===== src/rtl/alu_sequencer.sv =====
// rtl/alu_sequencer.sv - four-phase sequencer (IDLE/LOAD/EXEC/DONE) driving an external ALU.
// Define ALU_SEQ_FLAGS_EN to register the ALU negative/zero flags on legal operations.
module alu_sequencer (
  input  logic       i_clk,
  input  logic       i_reset,
  input  logic       i_valid,
  output logic       o_ready,
  input  logic [2:0] i_op,
  input  logic [7:0] i_a,
  input  logic [7:0] i_b,
  output logic [7:0] o_alu_a,
  output logic [7:0] o_alu_b,
  output logic       o_alu_bWr,
  output logic       o_alu_oe,
  output logic       o_alu_subShiftDir,
  output logic [1:0] o_alu_op,
  input  logic [7:0] i_alu_y,
  input  logic       i_alu_negative,
  input  logic       i_alu_zero,
  output logic       o_result_valid,
  input  logic       i_result_ready,
  output logic [7:0] o_result,
  output logic       o_illegal,
  output logic       o_negative,
  output logic       o_zero
);

  typedef enum logic [1:0] {S_IDLE, S_LOAD, S_EXEC, S_DONE} state_t;

  state_t     r_state;
  logic [2:0] r_op;
  logic [7:0] r_a;

  logic       w_in_legal;
  logic       w_in_shift;
  logic       w_legal;
  logic [1:0] w_op_sel;
  logic       w_dir;

  // Outputs are registered, so LOAD-phase values are decoded from the incoming request.
  assign w_in_legal = (i_op[2:1] != 2'b11);
  assign w_in_shift = (i_op[2:1] == 2'b10);
  assign w_legal    = (r_op[2:1] != 2'b11);

  always_comb begin
    w_op_sel = 2'b00;
    w_dir    = 1'b0;
    case (r_op)
      3'b000:  begin w_op_sel = 2'b00; w_dir = 1'b0; end
      3'b001:  begin w_op_sel = 2'b00; w_dir = 1'b1; end
      3'b010:  begin w_op_sel = 2'b01; w_dir = 1'b0; end
      3'b011:  begin w_op_sel = 2'b10; w_dir = 1'b0; end
      3'b100:  begin w_op_sel = 2'b11; w_dir = 1'b1; end
      3'b101:  begin w_op_sel = 2'b11; w_dir = 1'b0; end
      default: begin w_op_sel = 2'b00; w_dir = 1'b0; end
    endcase
  end

  always_ff @(posedge i_clk) begin
    if (i_reset) begin
      r_state           <= S_IDLE;
      r_op              <= 3'b000;
      r_a               <= 8'h00;
      o_ready           <= 1'b1;
      o_alu_a           <= 8'h00;
      o_alu_b           <= 8'h00;
      o_alu_bWr         <= 1'b0;
      o_alu_oe          <= 1'b0;
      o_alu_subShiftDir <= 1'b0;
      o_alu_op          <= 2'b00;
      o_result_valid    <= 1'b0;
      o_result          <= 8'h00;
      o_illegal         <= 1'b0;
    end else begin
      case (r_state)
        S_IDLE: begin
          if (i_valid) begin
            r_op      <= i_op;
            r_a       <= i_a;
            o_ready   <= 1'b0;
            // Shift amounts only use B[2:0]; the upper bits never reach the ALU.
            o_alu_b   <= w_in_shift ? {5'd0, i_b[2:0]} : i_b;
            o_alu_bWr <= w_in_legal;
            r_state   <= S_LOAD;
          end
        end
        S_LOAD: begin
          o_alu_b           <= 8'h00;
          o_alu_bWr         <= 1'b0;
          o_alu_a           <= r_a;
          o_alu_op          <= w_op_sel;
          o_alu_subShiftDir <= w_dir;
          o_alu_oe          <= w_legal;
          r_state           <= S_EXEC;
        end
        S_EXEC: begin
          o_alu_a           <= 8'h00;
          o_alu_op          <= 2'b00;
          o_alu_subShiftDir <= 1'b0;
          o_alu_oe          <= 1'b0;
          o_result          <= w_legal ? i_alu_y : 8'h00;
          o_illegal         <= ~w_legal;
          o_result_valid    <= 1'b1;
          r_state           <= S_DONE;
        end
        S_DONE: begin
          if (i_result_ready) begin
            o_result_valid <= 1'b0;
            o_ready        <= 1'b1;
            r_state        <= S_IDLE;
          end
        end
        default: r_state <= S_IDLE;
      endcase
    end
  end

`ifdef ALU_SEQ_FLAGS_EN
  logic r_negative;
  logic r_zero;

  always_ff @(posedge i_clk) begin
    if (i_reset) begin
      r_negative <= 1'b0;
      r_zero     <= 1'b0;
    end else if (r_state == S_EXEC && w_legal) begin
      r_negative <= i_alu_negative;
      r_zero     <= i_alu_zero;
    end
  end

  assign o_negative = r_negative;
  assign o_zero     = r_zero;
`else
  logic w_unused_flags;
  assign w_unused_flags = ^{i_alu_negative, i_alu_zero};
  assign o_negative     = 1'b0;
  assign o_zero         = 1'b0;
`endif

endmodule


===== config.mk =====
export PLATFORM = sky130hd
export DESIGN_NAME = alu_sequencer
export DESIGN_NICKNAME = d
export VERILOG_FILES = /design/src/rtl/alu_sequencer.sv
export SDC_FILE = /design/constraint.sdc
export NUM_CORES = 1
export LEC_CHECK = 0
export ABC_CLOCK_PERIOD_IN_PS = 1550
export CORE_ASPECT_RATIO = 1.4
export CORE_UTILIZATION = 37
export CTS_CLUSTER_DIAMETER = 150
export DETAILED_ROUTE_END_ITERATION = 16
export HOLD_SLACK_MARGIN = 0.15
export PLACE_DENSITY_LB_ADDON = 0.12
export SYNTH_ARGS = -nofsm -noshare
export SYNTH_HDL_FRONTEND = slang
export SYNTH_SLANG_ARGS = --single-unit
export TNS_END_PERCENT = 30

===== constraint.sdc =====
create_clock -name i_clk -period 1.55 [get_ports i_clk]
set_clock_uncertainty 0.1 [all_clocks]
set_input_delay 0.31 -clock i_clk [delete_from_list [all_inputs] [get_ports i_clk]]
set_output_delay 0.31 -clock i_clk [all_outputs]
set_load 0.05 [all_outputs]

# Word-level counts from Yosys, hierarchy flattened
# Index checks and enable logic that the tools add are counted.
# classes
n_eq_ne,13
mux,20
n_bitwise,1
reduce_logical,12
# ops
op,count
one-hot mux 8 bit (2 select lines),2
2-to-1 mux 8 bit,3
one-hot mux 1 bit (2 select lines),5
"!= test 2 bit, second input constant",4
one-hot mux 2 bit (4 select lines),1
AND reduction 2 bit,4
nonzero test 2 bit,4
"== test 2 bit, second input constant",3
"== test 3 x 2 -> 1 bit, second input constant",2
"== test 3 bit, second input constant",2
one-hot mux 2 bit (3 select lines),1
2-to-1 mux 1 bit,5
2-to-1 mux 2 bit,2
one-hot mux 2 bit (2 select lines),1
OR reduction 2 bit,2
"== test 3 x 1 -> 1 bit, second input constant",1
AND reduction 3 bit,1
"== test 2 x 1 -> 1 bit, second input constant",1
logical NOT 2 bit,1
NOT 1 bit,1
# word_totals
ff_bits,45
input_bits,33
output_inout_bits,34
elab_cells,59

# Depth between registers and ports, before layout
# depth
ltp_word,4
depth_mapped,6
mapped_depth_nobuf,5

# Worst setup path after synthesis
# OpenSTA, ideal clock, no wires.
# synth_timing
path_type,reg-to-reg
from,register r_state[0]
to,register o_alu_b[7]
setup_time_ns,0.129
arrival_time_ns,1.211
required_ns,1.321
slack_ns,0.110
stages_incl_launch_ff,7
n_path_buf,1
synth_period_minus_slack_ns,1.440
path_cell_list,dfxtp_1 inv_1 ha_1 and3b_1 buf_4 a32oi_1 nor2_1
# synth_via
elab_chain_len,3
word_cells_on_any_way,6
cone_classes,2 x eq/ne; 1 x mux; 3 x reduce/logical
# synth_lines
item,line,text
start: declaration,30,state_t r_state;
start signal: assignment,61,r_state <= S_IDLE;
start signal: assignment,84,r_state <= S_LOAD;
start signal: assignment,94,r_state <= S_EXEC;
== test 2 x 1 -> 1 bit or logical NOT 2 bit (tied branches),75,case (r_state)
nonzero test 2 bit (no line) or != test 2 bit (tied branches),-,
AND reduction 2 bit (no line),-,
end signal: assignment,82,"o_alu_b <= w_in_shift ? {5'd0, i_b[2:0]} : i_b;"
end: declaration,12,"output logic [7:0] o_alu_b,"
# Parallel ways exist; a longest one is shown, timed or not.
# A chain may end at the register's enable or synchronous reset.

# Final worst setup path
# layout_timing
from,input port i_valid
to,register r_state[0]
# layout_via
elab_chain_len,2
# layout_lines
item,line,text
start: declaration,6,"input logic i_valid,"
!= test 2 bit (no line),-,
AND reduction 2 bit (no line),-,
# No other way between the ends.

==> out/qor.csv <==
metric,value,unit
core,4800,µm²
grt_use_met1,19.4,%
grt_pass1_wl,7020,µm
switching_share,39.3,%
cts_setup_buffers,0,
dieArea,5270,µm²
dp_hpwl,3140,µm
fin_util,64.0,%
port_buffers,62,
critical_path_arrival,1.55,ns
start_kind,input pin,
ys_types,29,
slowest_stage,clkdlybuf4s50_1,
drt-initial-drc-count,75,
rsz0062_at_grt,no,
route.detailed.drc,0,
cts_sinks,45,
gp_congestion,0.761,
yosysSeqAreaShare,48.9,%
vias,1664,
setup_viol,0,
row_count,30,
io_pins,67,
cts_made_buffers,5,
hp-class,flop to flop,
crit_fanout,5,
globalRouteMet3Util,6.49,%
fill_cells,444,
clk_pin_slew,0.08,ns
htree_num_levels,2,
setup.worst_path.class,input pin to flop,
p_comb_share,55.6,%
finalMaxSlewViolations,0,
ys_ff_latch,45,
viasPerCell,4.77,
cpPeakStageDelay,0.61,ns
die_h,85.5,µm
syn_inst,211,
first_pass_iters,4,
crit_buf_inv,2,
drive_gt1_share,22.1,%
tritoncts,yes,
power.density_cell_area,1700,nW/µm²
most-common-layout-cells,"dfxtp_1 (45), a21oi_1 (35), buf_12 (34)",
status,finished clean,
cts_root_buf,clkbuf_8,
cts.path.max_buffers,2,
crit_path_cell_trace,clkdlybuf4s50_1 -> buf_4 -> nand2b_1 -> a21oi_1 -> a211oi_1,
min_period,1.44,ns
die_x,61.7,µm
max_freq,694,MHz
area_growth,66.7,%
syn_area_per_cell,8.73,µm²
syn-cell-area,1840,µm²
antenna_found_initial,0,
period_share,93.0,%
finalNetCount,323,
grt_busiest_layer,met2,
end_kind,flop,
initial_core_util,38.4,%
wl_per_cell,12.7,µm
grt_overflow,0,
critPathTopFamily,buffers and inverters,
hold_viol_final,0,
worst_slack,0.109,ns
ir_drop,1.24,mV
power.share.sequential,31.0,%
required,1.66,ns
grtUsageTotal,17.7,%
p_sw,2.05,mW
ys_warn_count,0,
p_int,3.16,mW
worstSkewPairLatency,0.29,ns
final_common_cell,dfxtp_1,
grt_pass1_vias,1572,
ant_nets,0,
wirelength,4440,µm
cap_violations,0,
leakagePower,1.20,nW
pwr-share-clk,13.4,%
place_worst_setup_slack,-0.118,ns
grt_max_degree,24,
antenna-diode-count,0,
grt_util_met2,30.6,%
power groups by stage:
stage               Sequential (mW)  Combinational (mW)  Clock [mW]
finish                         1.62                2.90       0.697
global route                   1.65                3.12       0.762
CTS                            1.62                2.79       0.716
detailed placement             1.64                2.75           0
global placement               1.64                2.72           0
floorplan                      2.12                1.02           0
per-layer routing:
metal | share of wire, % | routed length, µm | up-vias
met5 | 0 | 0 | -
met4 | 1.3 | 57 | 0
met3 | 6.4 | 283 | 6
met2 | 51 | 2280 | 45
met1 | 41 | 1820 | 769
li1 | - | - | 844
stage by stage:
stage               hold slack [ns]  setup TNS, ns  power, mW  instance area, µm²  cells
global placement              0.343         -0.654       4.36                2940    340
floorplan                     0.337              0       3.14                1850    212
CTS                           0.361              0       5.12                3030    348
global route                  0.383              0       5.53                3070    349
detailed placement            0.349          -1.21       4.39                2940    340
finish                        0.359              0       5.22                3070    349
Yosys cell counts:
cell       n  area (µm²)
a211oi_1   1        7.51
a21o_1     1        7.51
a21oi_1   35         175
a22oi_1    3        22.5
a22oi_2    1        12.5
a32oi_1    5        43.8
and2_2     1        7.51
and3b_1    2        17.5
buf_2      6        30.0
buf_4      4        30.0
clkbuf_1   5        18.8
conb_1     1        3.75
dfxtp_1   45         901
ha_1       6        75.1
inv_1      3        11.3
mux2i_1    2        20.0
mux2i_2    1        13.8
nand2_1   25        93.8
nand2b_1  13        81.3
nand3_1    2        10.0
nand3b_1   7        52.6
nor2_1    24        90.1
nor2_2     1        6.26
nor2b_1   12        75.1
nor3b_1    1        7.51
o211ai_1   1        7.51
o21ai_0    1        5.00
o21bai_1   1        7.51
xor2_1     1        8.76
registers in the layout, summed over array words and instances (netlist names):
name / count
r_state: 2
o_alu_op: 2
r_op: 3
o_alu_bWr: 1
o_illegal: 1
o_ready: 1
o_alu_oe: 1
o_alu_subShiftDir: 1
o_alu_a: 8
o_result: 8
r_a: 8
o_alu_b: 8
o_result_valid: 1
cell families after synthesis:
| group | count (synthesis) | synth area share [%] |
|---|---|---|
| muxes | 3 | 1.83 |
| adders and majority gates | 6 | 4.07 |
| and+or+nand+nor | 88 | 24.0 |
| buffers and inverters | 18 | 4.89 |
| DFF | 45 | 48.9 |
| xor gates and xnor gates | 1 | 0.475 |
| AOI/OAI and AO/OA | 49 | 15.7 |
| other | 1 | 0.203 |
cell type report:
type                            count  area, µm²  share of cell area, %
Timing Repair Buffer               79       1090                   35.6
Multi-Input combinational cell    150        907                   29.5
Clock buffer                        8       80.1                   2.61
Tap cell                           64       80.1                   2.61
Sequential cell                    45        901                   29.3
Inverter                            3       11.3                  0.366
final timing paths:
kind / from / to / slack, ns / cells after the start
min: r_a[3] / r_a[3] / 0.36 / 2
max: i_valid / r_state[0] / 0.11 / 5
min reg2reg: r_a[3] / r_a[3] / 0.36 / 2
max reg2reg: r_state[0] / o_alu_b[4] / 0.13 / 6
timing repair:
| action | CTS | global route |
|---|---|---|
| hold buffers | 0 | 0 |
| resized for setup | 2 | 6 |
| cloned | 0 | 1 |
| endpoints found under the setup margin | 16 | 22 |
tightest hold or removal path, delay by kind of cell, from the launching register on:
family             cells  cell delay (ns)
DFF                    1             0.32
and+or+nand+nor        1             0.05
AOI/OAI and AO/OA      1             0.05
Note: power is estimated with default switching activity, not from simulation.
